File: config.mk
export PLATFORM = sky130hd
export DESIGN_NAME = debounce_multi_flat
export DESIGN_NICKNAME = d
export VERILOG_FILES = /design/src/rtl/debounce_pkg.sv /design/src/rtl/debounce_multi_if.sv /design/src/rtl/debounce_chan.sv /design/src/rtl/debounce_multi.sv /design/src/flat_wrapper.sv
export SDC_FILE = /design/constraint.sdc
export NUM_CORES = 1
export LEC_CHECK = 0
export ABC_AREA = 1
export CAP_MARGIN = 20
export CORE_ASPECT_RATIO = 0.8
export CORE_MARGIN = 5
export CORE_UTILIZATION = 59
export CTS_BUF_LIST = sky130_fd_sc_hd__clkbuf_8
export DETAILED_ROUTE_END_ITERATION = 12
export HOLD_SLACK_MARGIN = 0.02
export PLACE_DENSITY = 0.87
export SLEW_MARGIN = 20
export SYNTH_ARGS = -nofsm -noshare
export SYNTH_HDL_FRONTEND = slang
export SYNTH_SLANG_ARGS = --single-unit
File: constraint.sdc
create_clock -name clk -period 3.1 [get_ports clk]
set_input_delay 0.31 -clock clk [delete_from_list [all_inputs] [get_ports clk]]
set_output_delay 0.31 -clock clk [all_outputs]
set_load 0.01 [all_outputs]
File: src/rtl/debounce_pkg.sv
// -----------------------------------------------------------------------------
// debounce_pkg
// Shared definitions for the multi-channel debounce block.
//   MODE_FAST : fast-attack / delayed-release channel mode
//   MODE_SYM  : symmetric channel mode (both edges need a full hold run)
//   cnt_width : width of the per-channel hold counter for a given hold count
// -----------------------------------------------------------------------------
package debounce_pkg;

    localparam logic MODE_FAST = 1'b0;
    localparam logic MODE_SYM  = 1'b1;

    // The counter only ever reaches hold-1, but it is sized for hold so that
    // a hold count of 1 still gets a legal one-bit counter.
    function automatic int cnt_width(input int hold);
        if (hold < 1) begin
            return 1;
        end
        return $clog2(hold + 1);
    endfunction

endpackage

File: src/rtl/debounce_multi_if.sv
// -----------------------------------------------------------------------------
// debounce_multi_if
// Bundles the per-channel debounce signals.
//   tick  : sample enable shared by every channel
//   mode  : per-channel mode select (see debounce_pkg)
//   din   : raw asynchronous inputs
//   dout  : debounced levels
//   rise  : one-cycle pulse when dout goes 0->1
//   fall  : one-cycle pulse when dout goes 1->0
// The master modport belongs to whoever drives the raw pins and consumes the
// debounced result; the slave modport belongs to the debouncer.
// -----------------------------------------------------------------------------
interface debounce_multi_if #(
    parameter int N_CH = 4
);
    import debounce_pkg::*;

    logic            tick;
    logic [N_CH-1:0] mode;
    logic [N_CH-1:0] din;
    logic [N_CH-1:0] dout;
    logic [N_CH-1:0] rise;
    logic [N_CH-1:0] fall;

    modport master (
        output tick,
        output mode,
        output din,
        input  dout,
        input  rise,
        input  fall
    );

    modport slave (
        input  tick,
        input  mode,
        input  din,
        output dout,
        output rise,
        output fall
    );

endinterface

File: src/rtl/debounce_chan.sv
// -----------------------------------------------------------------------------
// debounce_chan
// One debounce channel: input synchroniser, hold counter, debounced level and
// registered edge pulses.
//   clk     : clock
//   rst_p   : asynchronous active-high reset
//   tick_i  : sample enable; the hold counter only advances when high
//   mode_i  : MODE_FAST or MODE_SYM
//   din_i   : raw asynchronous input
//   dout_o  : debounced level (0 = idle/released)
//   rise_o  : pulse in the cycle dout_o goes 0->1
//   fall_o  : pulse in the cycle dout_o goes 1->0
// -----------------------------------------------------------------------------
module debounce_chan
    import debounce_pkg::*;
#(
    parameter int HOLD_CYCLES = 5,
    parameter int SYNC_STAGES = 2
) (
    input  logic clk,
    input  logic rst_p,
    input  logic tick_i,
    input  logic mode_i,
    input  logic din_i,
    output logic dout_o,
    output logic rise_o,
    output logic fall_o
);

    localparam int              CW      = cnt_width(HOLD_CYCLES);
    localparam logic [CW-1:0]   CNT_MAX = CW'(HOLD_CYCLES - 1);

    logic [SYNC_STAGES-1:0] sync_q;
    logic                   din_s;
    logic [CW-1:0]          cnt_q;
    logic [CW-1:0]          cnt_d;
    logic                   dout_q;
    logic                   dout_d;
    logic                   rise_q;
    logic                   fall_q;
    logic                   rise_d;
    logic                   fall_d;

    // Metastability guard: the raw pin walks through SYNC_STAGES flops and
    // only the last stage is ever looked at by the counter logic.
    always_ff @(posedge clk or posedge rst_p) begin
        if (rst_p) begin
            sync_q <= '0;
        end else begin
            sync_q <= {sync_q[SYNC_STAGES-2:0], din_i};
        end
    end

    assign din_s = sync_q[SYNC_STAGES-1];

    // Hold-off decision. Any sample that agrees with the current level
    // clears the counter even on a non-tick cycle, so a glitch between ticks
    // still restarts the hold run. In fast mode a high sample is taken
    // immediately; only the release waits out the hold run.
    always_comb begin
        cnt_d  = cnt_q;
        dout_d = dout_q;
        if (mode_i == MODE_FAST) begin
            if (din_s) begin
                dout_d = 1'b1;
                cnt_d  = '0;
            end else if (!dout_q) begin
                cnt_d = '0;
            end else if (tick_i) begin
                if (cnt_q == CNT_MAX) begin
                    dout_d = 1'b0;
                    cnt_d  = '0;
                end else begin
                    cnt_d = cnt_q + CW'(1);
                end
            end
        end else begin
            if (din_s == dout_q) begin
                cnt_d = '0;
            end else if (tick_i) begin
                if (cnt_q == CNT_MAX) begin
                    dout_d = din_s;
                    cnt_d  = '0;
                end else begin
                    cnt_d = cnt_q + CW'(1);
                end
            end
        end
    end

    // Edge pulses are derived from the next level so they land in the same
    // cycle the registered level changes.
    assign rise_d = dout_d & ~dout_q;
    assign fall_d = ~dout_d & dout_q;

    // Channel state registers.
    always_ff @(posedge clk or posedge rst_p) begin
        if (rst_p) begin
            cnt_q  <= '0;
            dout_q <= 1'b0;
            rise_q <= 1'b0;
            fall_q <= 1'b0;
        end else begin
            cnt_q  <= cnt_d;
            dout_q <= dout_d;
            rise_q <= rise_d;
            fall_q <= fall_d;
        end
    end

    assign dout_o = dout_q;
    assign rise_o = rise_q;
    assign fall_o = fall_q;

endmodule

File: src/rtl/debounce_multi.sv
// -----------------------------------------------------------------------------
// debounce_multi
// N-channel debounce / hold-off block. Each channel is fully independent; the
// only shared input is the sample tick carried on the bus.
//   clk    : clock
//   rst_p  : asynchronous active-high reset
//   bus    : debounce_multi_if slave (tick, mode, din in; dout, rise, fall out)
// -----------------------------------------------------------------------------
module debounce_multi
    import debounce_pkg::*;
#(
    parameter int N_CH        = 4,
    parameter int HOLD_CYCLES = 5,
    parameter int SYNC_STAGES = 2
) (
    input  logic               clk,
    input  logic               rst_p,
    debounce_multi_if.slave    bus
);

    logic [N_CH-1:0] dout_w;
    logic [N_CH-1:0] rise_w;
    logic [N_CH-1:0] fall_w;

    for (genvar i = 0; i < N_CH; i++) begin : g_ch
        debounce_chan #(
            .HOLD_CYCLES (HOLD_CYCLES),
            .SYNC_STAGES (SYNC_STAGES)
        ) u_chan (
            .clk    (clk),
            .rst_p  (rst_p),
            .tick_i (bus.tick),
            .mode_i (bus.mode[i]),
            .din_i  (bus.din[i]),
            .dout_o (dout_w[i]),
            .rise_o (rise_w[i]),
            .fall_o (fall_w[i])
        );
    end

    assign bus.dout = dout_w;
    assign bus.rise = rise_w;
    assign bus.fall = fall_w;

endmodule

File: src/flat_wrapper.sv
// flat-port wrapper written by rule: the top's interface ports become plain ports
module debounce_multi_flat import debounce_pkg::*;
#(
    parameter int N_CH        = 4,
    parameter int HOLD_CYCLES = 5,
    parameter int SYNC_STAGES = 2
)
  (clk, rst_p, bus_tick, bus_mode, bus_din, bus_dout, bus_rise, bus_fall);
  debounce_multi_if #(.N_CH(N_CH)) bus_i ();
  input  logic clk;
  input  logic rst_p;
  input wire logic [$bits(bus_i.tick)-1:0] bus_tick;
  input wire logic [$bits(bus_i.mode)-1:0] bus_mode;
  input wire logic [$bits(bus_i.din)-1:0] bus_din;
  output wire logic [$bits(bus_i.dout)-1:0] bus_dout;
  output wire logic [$bits(bus_i.rise)-1:0] bus_rise;
  output wire logic [$bits(bus_i.fall)-1:0] bus_fall;
  assign bus_i.tick = bus_tick;
  assign bus_i.mode = bus_mode;
  assign bus_i.din = bus_din;
  assign bus_dout = bus_i.dout;
  assign bus_rise = bus_i.rise;
  assign bus_fall = bus_i.fall;
  debounce_multi #(.N_CH(N_CH), .HOLD_CYCLES(HOLD_CYCLES), .SYNC_STAGES(SYNC_STAGES)) u_core (.clk(clk), .rst_p(rst_p), .bus(bus_i));
endmodule
==> results.txt, run 1 <==
- Die span in x: between 60 and 70 um
- Dividing the detail-routed wire length by the instance count gives 10.8 um.
- The floorplan has 16 rows.
- Setup TNS: 0 ns
* Path class of the lowest-slack min-delay path: flop to flop
* Global-route wire length before repair: 4000 um
- Number of antenna violations at the first check in global routing: 0
* Vias after detailed routing: just under 1000
- Placed cell areas: approximately 0.0016 sq mm
* Distinct cells, synth: 11
- Final worst path period share: 53.9%
- Using the TritonRoute via totals, the vias-per-cell ratio works out to around 4.8.
- The run finished with clean final reports.
- Critical path class: primary input to flop
- The die covers 0.00359 sq mm.
- STA classifies the critical path endpoint as a flop.
- Core area: around 0.0024 sq mm
* Root cell of the clock tree: clkbuf_8
- Net switching is between 20% and 30% of the power.
* Share of power burned in the clock network: 36.2%
- After filler insertion, the fill cell instance count of the layout stands at approximately 170.
* Total gr overflow: 0
* Hold buffer count at cts: 0
- In this run, post-CTS repair resized a total of 0 instances.
* Maximum number of pins on one net before global-route repair: 33
- Ranking of synthesized cells by area: dfrtp_1 (55%), nand2_1 (12%), ha_1 (6.8%), inv_1 (6.4%), buf_4 (6.1%)
- Clock tree synthesis found a total of 32 sinks.
* Post-Synthesis Mean Instance Area: 8.99 sq um
- Setup repair after global routing missed its margin: false
* Fraction of power consumed by sequential logic: 53.6%
* Post-layout power: approximately 0.00084 W
* Share of final-layout standard cells stronger than drive strength 1: 3.89%
* Area Overhead vs Synth: 16.3%
- Post-DRT Antenna Nets: 0
- For the pin with the worst max-slew slack, the measured transition is slightly below 0.8 ns.
* Initial core utilization: 61.0%
* Port Buffers: 22
- Maximum net fanout on the critical path: 24
- Data on the critical path arrives at its endpoint at between 1.5 and 2 ns.
- Setup violators final: 0
- The count of final max-slew check failures was 0.
- Number of placed I/O pins: 23
* Worst-case clock skew: approximately 0.0043 ns
- The worst path in the final design needs a cycle of 1.67 ns, including I/O delays and setup.
* Cts bufs inserted: 5
- Detailed placement finished with a half-perimeter wire length of about 1700 um.
- Gate count after technology mapping: 163
- For this block, the routed nets add up to between 2000 and 2500 um of wire.
- Layout Cell Area excl Fill: around 0.0017 sq mm
- Top cell type's share of synthesized area: a little over half
- In the final design database the tool counted 198 nets.
- Sequential element share of the synthesized area: between 50 and 60%
* Number of synthesis warnings: 0
- Final-report hold violation count: 0
* First-pass iteration count of the detailed router: 4
- Count of maximum capacitance violations: 0
- Routability-driven placement finished with a final weighted congestion of 0.754.
- Maximum number of buffers from clock root to sink: 2
- Vias in the first global route: slightly below 1000
- TritonCTS built the clock tree.
* Commonest non-fill, non-tap cell in the layout: nand2_1
* Combined area of all synthesized cells: ~0.0015 sq mm
* Overall Global Routing Usage: roughly 15%
- Counting flops and latches in the post-synthesis netlist gives 32.
* Worst slack after detailed placement: between 1 and 1.5 ns
- Measured against its own limit, the worst slew margin works out to between 40% and 50%.
- Startpoint class of the critical path: primary input
* Pleak: roughly 0.9 nW
* Combinational share of power: between 10% and 20%
- Clock transition at path regs: ~0.060 ns
- VDD sags by at most around 0.35 mV.
- Post-CTS timing repair inserted 0 buffers for setup.
- Violation count after the first detailed-routing iteration: 44
* Max Clk Rate: ~0.60 GHz
- CTS built an H-tree with a depth of 2.
- Cell internal power was estimated by the tool at ~0.00065 W.
- Die Ht: around 55 um
- Switching power summed over all nets: 0.000193 W
- Latest clock arrival within the worst-skew pair: 0.27 ns
* Most frequent cells in the layout: nand2_1 (48), dfrtp_1 (32), inv_1 (27)
- In the routed design, unresolved DRC markers number 0.
* Antenna Diode Count: 0
- Largest area contributor in the synthesized netlist: dfrtp_1
* Worst setup margin: approximately 1.4 ns
- Power spread over the standard cell area amounts to just under 500 mW/mm^2.
- When the netlist entered floorplanning its net count stood at 182.
* Required time worst endpoint: 3.30 ns
## Yosys cell counts
| library cell | n |
|---|---|
| nand2_1 | 48 |
| dfrtp_1 | 32 |
| inv_1 | 25 |
| nor2_1 | 16 |
| buf_4 | 12 |
| nand3_1 | 12 |
| ha_1 | 8 |
| xnor2_1 | 4 |
| o21ai_0 | 3 |
| buf_6 | 2 |
| a22oi_1 | 1 |
## worst max-delay path, cell delays in order
cell	delay [ns]
clkdlybuf4s50_1	0.98
nand3_1	0.29
nand2_1	0.13
nand2_1	0.07
nor2_1	0.09
## final timing paths
path                                            startpoint                         endpoint  slack [ns]  cells past startpoint
max                                               bus_tick     u_core.g_ch[1].u_chan.rise_o        1.43                      5
min                        u_core.g_ch[0].u_chan.sync_q[0]  u_core.g_ch[0].u_chan.sync_q[1]        0.35                      0
max reg2reg                 u_core.g_ch[0].u_chan.cnt_q[0]   u_core.g_ch[0].u_chan.cnt_q[1]        1.91                      6
min reg2reg                u_core.g_ch[0].u_chan.sync_q[0]  u_core.g_ch[0].u_chan.sync_q[1]        0.35                      0
max in group asynchronous                            rst_p   u_core.g_ch[1].u_chan.cnt_q[1]        2.40                      3
min in group asynchronous                            rst_p   u_core.g_ch[0].u_chan.cnt_q[2]        0.42                      3
## cell families after synthesis
kind of cell | share of synthesized area (%)
and+or+nand+nor | 20.5
DFF | 54.7
adders and majority gates | 6.83
AOI/OAI and AO/OA | 1.54
xor gates and xnor gates | 2.39
buffers and inverters | 14.1
## power by group through the flow
stage	logic, W	registers, W	clock network [W]
3_5_place_dp	0.0000879	0.000460	0
3_3_place_gp	0.0000818	0.000457	0
6_report	0.0000867	0.000452	0.000305
5_1_grt	0.000100	0.000455	0.000340
2_1_floorplan	0.0000622	0.000456	0
4_1_cts	0.0000887	0.000452	0.000317
## per-layer routing
| layer | share of wire, % | vias to the layer above | global-route usage [%] |
|---|---|---|---|
| met5 | 0 | - | 0 |
| met4 | 2.0 | 0 | 8.28 |
| met3 | 5.2 | 7 | 4.31 |
| met2 | 50 | 23 | 26.5 |
| met1 | 43 | 454 | 17.1 |
| li1 | - | 506 | - |
## sequential cells by signal, indices dropped and copies added (netlist names)
register	count
u_core.g_ch.u_chan.fall_o	4
u_core.g_ch.u_chan.dout_o	4
u_core.g_ch.u_chan.rise_o	4
u_core.g_ch.u_chan.cnt_q	12
u_core.g_ch.u_chan.sync_q	8
## through the flow
step	cells	hold WS [ns]	utilization (%)
after floorplan	163	0.331	-
after global placement	199	0.333	67.2
after detailed placement	199	0.341	67.2
after CTS	207	0.355	70.9
after global routing	207	0.378	70.9
final	207	0.350	70.9
## layout make-up
| type | count | area (sq um) | share of cell area [%] |
|---|---|---|---|
| repair buffers | 23 | 228 | 13.4 |
| flip-flops and latches | 32 | 801 | 47.0 |
| inverters | 25 | 93.8 | 5.51 |
| multi-input cells | 92 | 458 | 26.9 |
| clock buffers | 6 | 82.6 | 4.85 |
| well taps | 27 | 33.8 | 1.98 |
| clock inverters | 2 | 7.51 | 0.441 |
Note: power is estimated with default switching activity, not from simulation.
==> inputs of run 2 (changes only) <==
CORE_UTILIZATION = 49   (was 59)
PLACE_DENSITY = 0.77   (was 0.87)
clock period = 1.3 ns   (was 3.1 ns; I/O delays follow)
==> run 2 against run 1 <==
  * Global-route usage down 1.9 points
  * Register-to-register slack worse by 1.7 ns
  * Via count down 1.0%
  * Count of clock-buffer cells in the layout down 1
  * Non-clock buffer count up 1
  * Largest cell class unchanged
  * Final area up 2.4%
  * Clock power up 130%
  * Largest power group unchanged
  * Utilization down 8.8 points
  * Worst setup slack worse by 1.4 ns
  * Final cell count up 5.3%
  * Total power up 140%
  * First-iteration DRC count down 2.3%
==> results.txt, run 2 (synthesis gave the netlist of run 1 again) <==
- Pwr dens: 1140 mW/mm^2 (was 495 mW/mm^2)
- Most flop-heavy register: u_core.g_ch.u_chan.cnt_q (unchanged)
* Latest clock arrival within the worst-skew pair: 0.28 ns (was 0.27 ns)
- The number of antenna violations at the first check in global routing was 0 (unchanged).
- Overall Global Routing Usage: 13.3% (was 15.2%)
- Timing would allow up to 0.800 GHz.
- Crit-path cells: clkdlybuf4s50_1 (was clkdlybuf4s50_1 -> nand3_1 -> nand2_1 -> nand2_1 -> nor2_1)
- Number of sinks handled by clock tree synthesis: 32 (unchanged)
- The slew of the pin with the lowest slew margin came to 0.176 ns (was 0.792 ns).
* Worst setup EP type: output port (was flop)
- The accumulated negative setup slack was 0 ns (unchanged).
- The required time at the endpoint of the critical path was 1.17 ns (was 3.30 ns).
- The most crowded layer after global routing is met2 (unchanged).
- The tightest slew margin relative to the limit came to 88.2% (was 47.1%).
- Met2 Use GR: 20.2% (was 26.5%)
* CTS H-tree depth: 2 (unchanged)
- The worst setup slack for register-to-register paths came to 0.18 ns (was 1.91 ns).
- Core area: 0.00281 sq mm (was 0.00240 sq mm)
* Vias in the first global route: 986 (was 985)
* Cts bufs inserted: 5 (unchanged)
* Critical path class: flop to output port (was primary input to flop)
- The launch point of the worst reg-to-reg path is u_core.g_ch[0].u_chan.cnt_q[0] (unchanged).
- The worst path buffer plus inverter count came to 1 (unchanged).
* Multi-input gate area in the final layout: 458 sq um (unchanged)
- Setup repair after global routing missed its margin: false (unchanged)
* Data arrival time of the critical path: 1.12 ns (was 1.88 ns)
- Final worst path period share: a little over nine tenths
* Clock tree from TritonCTS: built (unchanged)
* Violation count after the first detailed-routing iteration: 43 (was 44)
* Cell depth of the worst setup path: 1 (was 5)
- Global routing met3 resource utilization: 6.48% (was 4.31%)
- The aggregate routed wire length came to 2330 um (was 2230 um).
* Post-DRT Antenna Nets: 0 (unchanged)
- The number of buffers on the longest clock path came to 2 (unchanged).
- DIE AREA: 0.00419 sq mm (was 0.00359 sq mm)
- Final std cells w/o fill: 218 (was 207)
- Total gr overflow: 0 (unchanged)
- The post-route DRC violation count was 0 (unchanged).
- The number of fill cells in the layout was 235 (was 172).
* Pleak: 1.01 nW (was 0.920 nW)
- The die outline width is 71.1 um (was 65.7 um).
- HPWL after detailed placement: 1640 um (was 1690 um)
* Worst setup path startpoint: u_core.g_ch[1].u_chan.fall_o (was bus_tick)
- Number of placed I/O pins: 23 (unchanged)
- The critical path endpoint is bus_fall[1] (was u_core.g_ch[1].u_chan.rise_o).
- Number of cells on the worst reg-to-reg path: 6 (unchanged)
- The vias after detailed routing is 980 (was 990).
- The root buffer cell is clkbuf_8 (unchanged).
- The setup clock skew after layout was 0.00434 ns (was 0.00433 ns).
* Maximum net fanout on the critical path: 1 (was 24)
- The flip-flop count of the largest register, all copies and words added is 12 (unchanged).
* Slowest CP cell: clkdlybuf4s50_1 (unchanged)
- The number of cells after detailed placement is 211 (was 199).
- Port Buffers: 22 (unchanged)
* Die Ht: 58.9 um (was 54.6 um)
- Clock transition at path regs: 0.07 ns (was 0.06 ns)
- Top Registers: u_core.g_ch.u_chan.cnt_q: 12 flops, u_core.g_ch.u_chan.sync_q: 8 flops (unchanged)
* Run status: completed (unchanged)
* Per-cell routed wire length: 10.7 um (was 10.8 um)
- Most frequent cells in the layout: nand2_1 (48), dfrtp_1 (32), inv_1 (26) (was nand2_1 (48), dfrtp_1 (32), inv_1 (27))
* Initial core utilization: 52.2% (was 61.0%)
* Commonest non-fill, non-tap cell in the layout: nand2_1 (unchanged)
- Post-layout power: 0.00198 W (was 0.000844 W)
- The kind of start point of the critical path is a flop (was primary input).
- Maximum number of pins on one net before global-route repair: 33 (unchanged)
- The count of final max-slew check failures came to 0 (unchanged).
- The final net count is 199 (was 198).
- Cell family with most CP delay: buffers and inverters (unchanged)
* Final critical path time including I/O delays and setup: around 1.2 ns
* Count of maximum capacitance violations: 0 (unchanged)
- The highest cell delay on the worst timing path came to 0.52 ns (was 0.98 ns).
* Path class of the lowest-slack min-delay path: primary input to async pin (was flop to flop)
* Sequential cell area: 801 sq um (unchanged)
* Detailed-route vias per instance: 4.50 (was 4.78)
* Number of rows in the core area: 17 (was 16)
- The wire length of the first global-routing pass was 4220 um (was 4000 um).
- Final weighted congestion in routability-driven placement: 0.723 (was 0.754)
* Setup violators final: 0 (unchanged)
* Antenna Diode Count: 0 (unchanged)
- Share of final-layout standard cells stronger than drive strength 1: 4.44% (was 3.89%)
* Final-report hold violation count: 0 (unchanged)
- The number of detailed-routing iterations run before antenna repair is 4 (unchanged).
- Max IR drop VDD: 0.718 mV (was 0.349 mV)
- The global-route track usage on met1 came to 15.9% (was 17.1%).
* Critical register-to-register path endpoint: u_core.g_ch[0].u_chan.dout_o (was u_core.g_ch[0].u_chan.cnt_q[1])
* Area Overhead vs Synth: 19.1% (was 16.3%)
run 2: area by class of cell:
type / count / area share (%)
clock buffers: 5 / 3.94
clock inverters: 2 / 0.502
inverters: 25 / 5.38
multi-input cells: 92 / 26.2
flip-flops and latches: 32 / 45.9
well taps: 38 / 2.72
repair buffers: 24 / 15.3
run 2: what timing repair did:
item                                    in CTS  in global routing
hold buffers                                 0                  0
resized for setup                            4                  5
pin swaps                                    0                  0
endpoints found under the setup margin       4                  5
buffers inserted                             0                  0
gates cloned                                 0                  0
run 2: worst min-delay path by stage:
stage,from,end,slack [ns],depth (start not counted)
global placement,u_core.g_ch[3].u_chan.sync_q[0],u_core.g_ch[3].u_chan.sync_q[1],0.33,0
global route,rst_p,u_core.g_ch[1].u_chan.cnt_q[2],0.22,3
finish,rst_p,u_core.g_ch[1].u_chan.cnt_q[2],0.20,3
detailed placement,u_core.g_ch[0].u_chan.sync_q[0],u_core.g_ch[0].u_chan.sync_q[1],0.34,0
floorplan,bus_din[0],u_core.g_ch[0].u_chan.sync_q[0],0.16,0
CTS,rst_p,u_core.g_ch[1].u_chan.cnt_q[0],0.20,3
run 2: metal layers:
layer | wire, um | share of wire [%]
met1 | 1060 | 45
met2 | 1090 | 47
met3 | 150 | 6.4
met4 | 26 | 1.1
met5 | 0 | 0
run 2: through the flow:
stage               area [sq um]  util [%]  hold WS (ns)  worst slack [ns]
finish                      1750      62.2         0.198            0.0500
global route                1750      62.2         0.219           0.00276
CTS                         1730      61.7         0.202            0.0119
detailed placement          1660      59.1         0.337           0.00912
global placement            1660      59.1         0.335            0.0608
floorplan                   1470         -         0.161             0.305
run 2: where the power goes:
group | internal (W) | switching (W) | leakage (nW) | total, W
Sequential | 0.00104 | 0.0000351 | 0.402 | 0.00108
Combinational | 0.000104 | 0.000115 | 0.563 | 0.000219
Clock | 0.000355 | 0.000334 | 0.0452 | 0.000689
